## config.mk

```make
export PLATFORM = sky130hd
export DESIGN_NAME = ram_port_arbiter
export DESIGN_NICKNAME = d
export VERILOG_FILES = /design/src/rtl/ram_port_arbiter_pkg.sv /design/src/rtl/ram_port_arbiter_rr_arbiter2.sv /design/src/rtl/ram_port_arbiter.sv
export SDC_FILE = /design/constraint.sdc
export NUM_CORES = 1
export LEC_CHECK = 0
export CAP_MARGIN = 15
export CORE_MARGIN = 2
export CORE_UTILIZATION = 37
export DETAILED_ROUTE_END_ITERATION = 10
export PLACE_DENSITY = 0.76
export SYNTH_ARGS = -nofsm -noshare
export SYNTH_HDL_FRONTEND = slang
export SYNTH_SLANG_ARGS = --single-unit
```

## constraint.sdc

```tcl
create_clock -name Clk -period 1.6 [get_ports Clk]
set_clock_uncertainty 0.15 [all_clocks]
set_input_delay 0.32 -clock Clk [delete_from_list [all_inputs] [get_ports Clk]]
set_output_delay 0.32 -clock Clk [all_outputs]
set_load 0.005 [all_outputs]
```

## src/rtl/ram_port_arbiter_pkg.sv

```systemverilog
// Shared encodings for the RAM port arbiter: FSM states, access sizes,
// requester IDs and the alignment rule applied at grant time.
package ram_port_arbiter_pkg;

    typedef enum logic [1:0] {
        IDLE   = 2'd0,
        ACCESS = 2'd1,
        DONE   = 2'd2
    } state_t;

    localparam logic [1:0] SIZE_BYTE = 2'b00;
    localparam logic [1:0] SIZE_HALF = 2'b01;
    localparam logic [1:0] SIZE_WORD = 2'b10;

    localparam logic GRANT_IF = 1'b0;
    localparam logic GRANT_LS = 1'b1;

    // Words must sit on a 4-byte boundary, halfwords on a 2-byte boundary.
    function automatic logic misaligned(input logic [1:0] size, input logic [1:0] addr_lsb);
        logic bad;
        bad = 1'b0;
        case (size)
            SIZE_WORD: bad = (addr_lsb != 2'b00);
            SIZE_HALF: bad = addr_lsb[0];
            default:   bad = 1'b0;
        endcase
        return bad;
    endfunction

endpackage

```

## src/rtl/ram_port_arbiter_rr_arbiter2.sv

```systemverilog
// Two-requester round-robin arbiter: combinational grant, registered
// memory of which side won the last contested grant.
module rr_arbiter2 (
    input  logic Clk,
    input  logic reset,
    input  logic req_if,
    input  logic req_ls,
    input  logic take,
    output logic gnt_valid,
    output logic gnt_id
);
    import ram_port_arbiter_pkg::*;

    logic last_grant_reg;

    // A lone requester always wins; on a tie the side not served last wins.
    always_comb begin
        gnt_valid = req_if | req_ls;
        gnt_id    = GRANT_IF;
        if (req_if && req_ls) begin
            gnt_id = ~last_grant_reg;
        end else if (req_ls) begin
            gnt_id = GRANT_LS;
        end
    end

    // Only contested grants move the pointer, so fetch wins the first tie.
    always_ff @(posedge Clk) begin
        if (reset) begin
            last_grant_reg <= GRANT_LS;
        end else if (take && req_if && req_ls) begin
            last_grant_reg <= gnt_id;
        end
    end

endmodule

```

## src/rtl/ram_port_arbiter.sv

```systemverilog
// Shares the single MFA/MFC RAM port between instruction fetch and
// load/store: latches one winning request, holds MFA until MFC or timeout,
// captures read data and returns a one-cycle ack (with error qualifier).
module ram_port_arbiter #(
    parameter int ADDR_W  = 9,
    parameter int DATA_W  = 32,
    parameter int TIMEOUT = 16
) (
    input  logic              Clk,
    input  logic              reset,
    input  logic              if_req,
    input  logic [ADDR_W-1:0] if_addr,
    output logic              if_ack,
    output logic              if_err,
    output logic [DATA_W-1:0] if_rdata,
    input  logic              ls_req,
    input  logic              ls_rw,
    input  logic [1:0]        ls_size,
    input  logic [ADDR_W-1:0] ls_addr,
    input  logic [DATA_W-1:0] ls_wdata,
    output logic              ls_ack,
    output logic              ls_err,
    output logic [DATA_W-1:0] ls_rdata,
    output logic              ram_mfa,
    output logic              ram_rw,
    output logic [ADDR_W-1:0] ram_addr,
    output logic [DATA_W-1:0] ram_wdata,
    output logic [1:0]        ram_size,
    input  logic              ram_mfc,
    input  logic [DATA_W-1:0] ram_rdata,
    output logic              busy
);
    import ram_port_arbiter_pkg::*;

    localparam int              CNT_W    = $clog2(TIMEOUT + 1);
    localparam logic [CNT_W-1:0] CNT_LAST = CNT_W'(TIMEOUT - 1);

    state_t            state_reg, state_next;
    logic              grant_reg;
    logic              rw_reg;
    logic              err_reg;
    logic [ADDR_W-1:0] addr_reg;
    logic [1:0]        size_reg;
    logic [DATA_W-1:0] wdata_reg;
    logic [CNT_W-1:0]  cnt_reg;

    logic              in_idle;
    logic              gnt_valid;
    logic              gnt_id;
    logic [ADDR_W-1:0] sel_addr;
    logic              sel_rw;
    logic [1:0]        sel_size;
    logic [DATA_W-1:0] sel_wdata;
    logic              sel_misaligned;
    logic              timed_out;
    logic [1:0]        ack_vec;
    logic [1:0]        err_vec;

    assign in_idle   = (state_reg == IDLE);
    assign timed_out = (cnt_reg == CNT_LAST);

    rr_arbiter2 u_arb (
        .Clk       (Clk),
        .reset     (reset),
        .req_if    (if_req),
        .req_ls    (ls_req),
        .take      (in_idle),
        .gnt_valid (gnt_valid),
        .gnt_id    (gnt_id)
    );

    // Mux the winning request's fields; fetch is always a word read.
    always_comb begin
        sel_addr  = if_addr;
        sel_rw    = 1'b1;
        sel_size  = SIZE_WORD;
        sel_wdata = '0;
        if (gnt_id == GRANT_LS) begin
            sel_addr  = ls_addr;
            sel_rw    = ls_rw;
            sel_size  = ls_size;
            sel_wdata = ls_wdata;
        end
        sel_misaligned = misaligned(sel_size, sel_addr[1:0]);
    end

    // Next-state: misaligned grants skip the RAM; MFC beats timeout.
    always_comb begin
        state_next = state_reg;
        case (state_reg)
            IDLE: begin
                if (gnt_valid) begin
                    state_next = sel_misaligned ? DONE : ACCESS;
                end
            end
            ACCESS: begin
                if (ram_mfc || timed_out) begin
                    state_next = DONE;
                end
            end
            DONE:    state_next = IDLE;
            default: state_next = IDLE;
        endcase
    end

    // State register; reset from any state aborts without an ack.
    always_ff @(posedge Clk) begin
        if (reset) begin
            state_reg <= IDLE;
        end else begin
            state_reg <= state_next;
        end
    end

    // Latch the granted request and track the access duration / outcome.
    always_ff @(posedge Clk) begin
        if (reset) begin
            grant_reg <= GRANT_IF;
            rw_reg    <= 1'b0;
            err_reg   <= 1'b0;
            addr_reg  <= '0;
            size_reg  <= SIZE_BYTE;
            wdata_reg <= '0;
            cnt_reg   <= '0;
        end else if (in_idle && gnt_valid) begin
            grant_reg <= gnt_id;
            rw_reg    <= sel_rw;
            addr_reg  <= sel_addr;
            size_reg  <= sel_size;
            wdata_reg <= sel_wdata;
            err_reg   <= sel_misaligned;
            cnt_reg   <= '0;
        end else if (state_reg == ACCESS) begin
            cnt_reg <= cnt_reg + 1'b1;
            if (!ram_mfc && timed_out) begin
                err_reg <= 1'b1;
            end
        end
    end

    // Per-requester read-data holding register and ack/err decode.
    genvar gi;
    for (gi = 0; gi < 2; gi++) begin : g_req
        logic [DATA_W-1:0] rdata_reg;

        // Capture only on a completed read owned by this requester.
        always_ff @(posedge Clk) begin
            if (reset) begin
                rdata_reg <= '0;
            end else if (state_reg == ACCESS && ram_mfc && rw_reg && grant_reg == 1'(gi)) begin
                rdata_reg <= ram_rdata;
            end
        end

        assign ack_vec[gi] = (state_reg == DONE) && (grant_reg == 1'(gi));
        assign err_vec[gi] = ack_vec[gi] && err_reg;
    end

    assign if_ack    = ack_vec[0];
    assign if_err    = err_vec[0];
    assign if_rdata  = g_req[0].rdata_reg;
    assign ls_ack    = ack_vec[1];
    assign ls_err    = err_vec[1];
    assign ls_rdata  = g_req[1].rdata_reg;

    assign ram_mfa   = (state_reg == ACCESS);
    assign ram_rw    = rw_reg;
    assign ram_addr  = addr_reg;
    assign ram_wdata = wdata_reg;
    assign ram_size  = size_reg;
    assign busy      = !in_idle;

endmodule
```

==> flow_metrics.tcl <==
set metrics [dict create \
    synth_seq_cells 118 \
    start_kind "flip-flop" \
    clockRootBuffer "clkbuf_16" \
    grt_pass1_vias 4450 \
    final.setup.worst_slack_ns -0.185 \
    topRoutingLayerUsed "met4" \
    max_freq_mhz 560 \
    worst_slew_pin_slew_ns 0.398 \
    die_height_um 113 \
    drt-met1-wl_mm 6.53 \
    violations "setup timing" \
    setup_violations 113 \
    synth_top_area_share 0.534 \
    hold_viol 0 \
    synth-main-ff-cell "dfxtp_1" \
    clk_pin_slew_worst_paths_ns 0.06 \
    first_iter_violations 235 \
    synth_area_leaders "dfxtp_1, nand2_1, a21oi_1, a22o_1, mux2i_1" \
    ios 204 \
    ys_warn_count 0 \
    min_to "ls_rdata[2]" \
    fin_hold_ws_ns 0.302 \
    clk-insertion-delay-late_ns 0.41 \
    relSlewSlack 0.735 \
    syn-instance-count 469 \
    initial_utilization 0.383 \
    wl_met2_mm 8.52 \
    crit_start "state_reg[1]" \
    numCtsBuffers 17 \
    finalCritPeriodShare 1.12 \
    synth_largest_area_cell "dfxtp_1" \
    maxCapViolCount 0 \
    vias_per_cell 5.14 \
    cellPowerDensity_mw_per_mm2 1020 \
    ys_seq_area_frac 0.534 \
    drive_above_1_share 0.351 \
    dr.pass1.iters 4 \
    worstPathArrival_ns 1.95 \
    postSynthAreaPerCell_um2 9.44 \
    async_flop_share 0 \
    antenna_left 0 \
    r2r_cells 7 \
    cts_tree "built" \
    routed_wl_mm 16.5 \
    post_drt_wl_per_cell_um 18.9 \
    rows 39 \
    min_period_ns 1.78 \
    path_class "reg -> reg" \
    grt.overflow.total 0 \
    n_antenna_cell 0 \
    yosysMostFrequentCell "nand2_1" \
    syn_area_mm2 0.00443 \
    endpoint_kind "flip-flop" \
    final_nets 814 \
    dp.cells 815 \
    clk_path_buf_depth 2 \
    holdCritPathClass "reg -> reg" \
    cts_htree_levels 4 \
    die_area_mm2 0.0129 \
    maxSlewViolCount 0 \
    power_leakage_nw 3.76 \
    worstReg2RegStart "state_reg[1]" \
    crit_required_ns 1.76 \
    syn_nets 563 \
    ys_types 44 \
    run_status "complete, but fails checks" \
    reg2reg_slack_ns -0.18 \
    grt_setup_unrepaired "yes" \
    area_delta_synth_final_pct 90.4 \
    min_path_cells 2 \
    grt_pass1_wl_mm 23.0 \
    coreArea_mm2 0.0116 \
    hold_path_startpoint "ls_rdata[2]" \
    reg2reg_to "if_rdata[10]" \
    postCtsHoldBufs 0 \
    antenna_found_initial 0 \
    port_buffers 203 \
    routabilityCongestion 0.807 \
    synthTopCellsByCount "nand2_1, dfxtp_1, a21oi_1, a22o_1, nor2_1" \
    fp.dieW_um 113 \
    peakVddDrop_uv 606 \
    route.detailed.drc 0 \
    cts_sinks 118 \
    path_max_fanout 16 \
    grt_start_max_net_pins 53 \
    vias 4505 \
    synth_edf_count 0 \
    finalNonFillerCells 876 \
    grt_usage 0.228 \
    wl_met3_um 981 \
    dpl.hpwl_mm 9.05 \
]
==> worst max-delay path, stage by stage (launching register included) <==
cell and delay, ns:
dfxtp_4 0.36, buf_6 0.12, nor2b_4 0.12, buf_6 0.13, and4b_4 0.35, buf_16 0.18
nand2_1 0.08, a21oi_1 0.21
==> stage by stage <==
stage	worst slack (ns)	instance area (µm²)	util	setup TNS, ns	power [mW]
2_1_floorplan	0.00332	4490	-	0	3.68
3_3_place_gp	-0.493	6780	0.586	-25.69	4.36
3_5_place_dp	-0.532	6780	0.586	-30.70	4.40
4_1_cts	-0.177	7710	0.667	-4.01	8.34
5_1_grt	-0.220	8430	0.729	-13.13	8.89
6_report	-0.185	8430	0.729	-7.46	8.58
==> layout by cell type, fill, tap and decap left out, drive strengths merged, types with 3 or more instances in the layout <==
| master | count |
|---|---|
| clkbuf | 23 |
| bufinv | 3 |
| dlygate4sd2 | 110 |
| inv | 9 |
| and2 | 3 |
| and3 | 3 |
| clkdlybuf4s50 | 86 |
| buf | 65 |
| nor2 | 21 |
| clkinv | 7 |
| mux2i | 11 |
| ha | 4 |
| a211oi | 11 |
| nand2 | 132 |
| dfxtp | 118 |
| a22o | 33 |
| a21oi | 66 |
==> how the worst max path moves through the flow <==
stage,slack [ns],depth (start not counted),to
detailed placement,-0.53,9,err_reg
CTS,-0.18,3,if_err
global route,-0.22,7,if_rdata[10]
finish,-0.18,7,if_rdata[10]
global placement,-0.49,9,state_reg[0]
floorplan,0.003,8,state_reg[0]
==> layout make-up <==
| type | count | area (µm²) |
|---|---|---|
| inverter | 6 | 22.5 |
| multi-input combinational | 310 | 2420 |
| timing repair buffer | 267 | 2820 |
| tap | 143 | 179 |
| clock inverter | 15 | 178 |
| fill | 795 | 3140 |
| sequential | 118 | 2380 |
| clock buffer | 17 | 425 |
==> metal layers <==
layer	vias to the layer above	global-route usage
met4	0	0.0992
met3	46	0.0675
met1	2152	0.257
li1	2115	-
met5	-	0
met2	192	0.399
==> where the power goes <==
group / total (mW) / internal, mW / switching (mW)
Sequential: 3.18 / 3.09 / 0.0940
Combinational: 1.53 / 0.877 / 0.652
Clock: 3.87 / 2.46 / 1.41
==> kinds of logic after synthesis <==
family | Yosys count | share of synthesized area
adder cells (fa/ha/maj) | 4 | 0.0113
multiplexers | 12 | 0.0283
AO/OA/AOI/OAI | 119 | 0.185
XOR/XNOR | 4 | 0.00792
AND/OR/NAND/NOR | 171 | 0.165
flip-flops | 118 | 0.534
buffers and inverters | 41 | 0.0681
==> repair_timing <==
item                                    4_1_cts  5_1_grt
endpoints found under the setup margin      192      115
buffers inserted                             13        6
gates cloned                                  8        7
pin swaps                                    12       72
resized for setup                           188      152
Power figures use the tool's default switching activity.
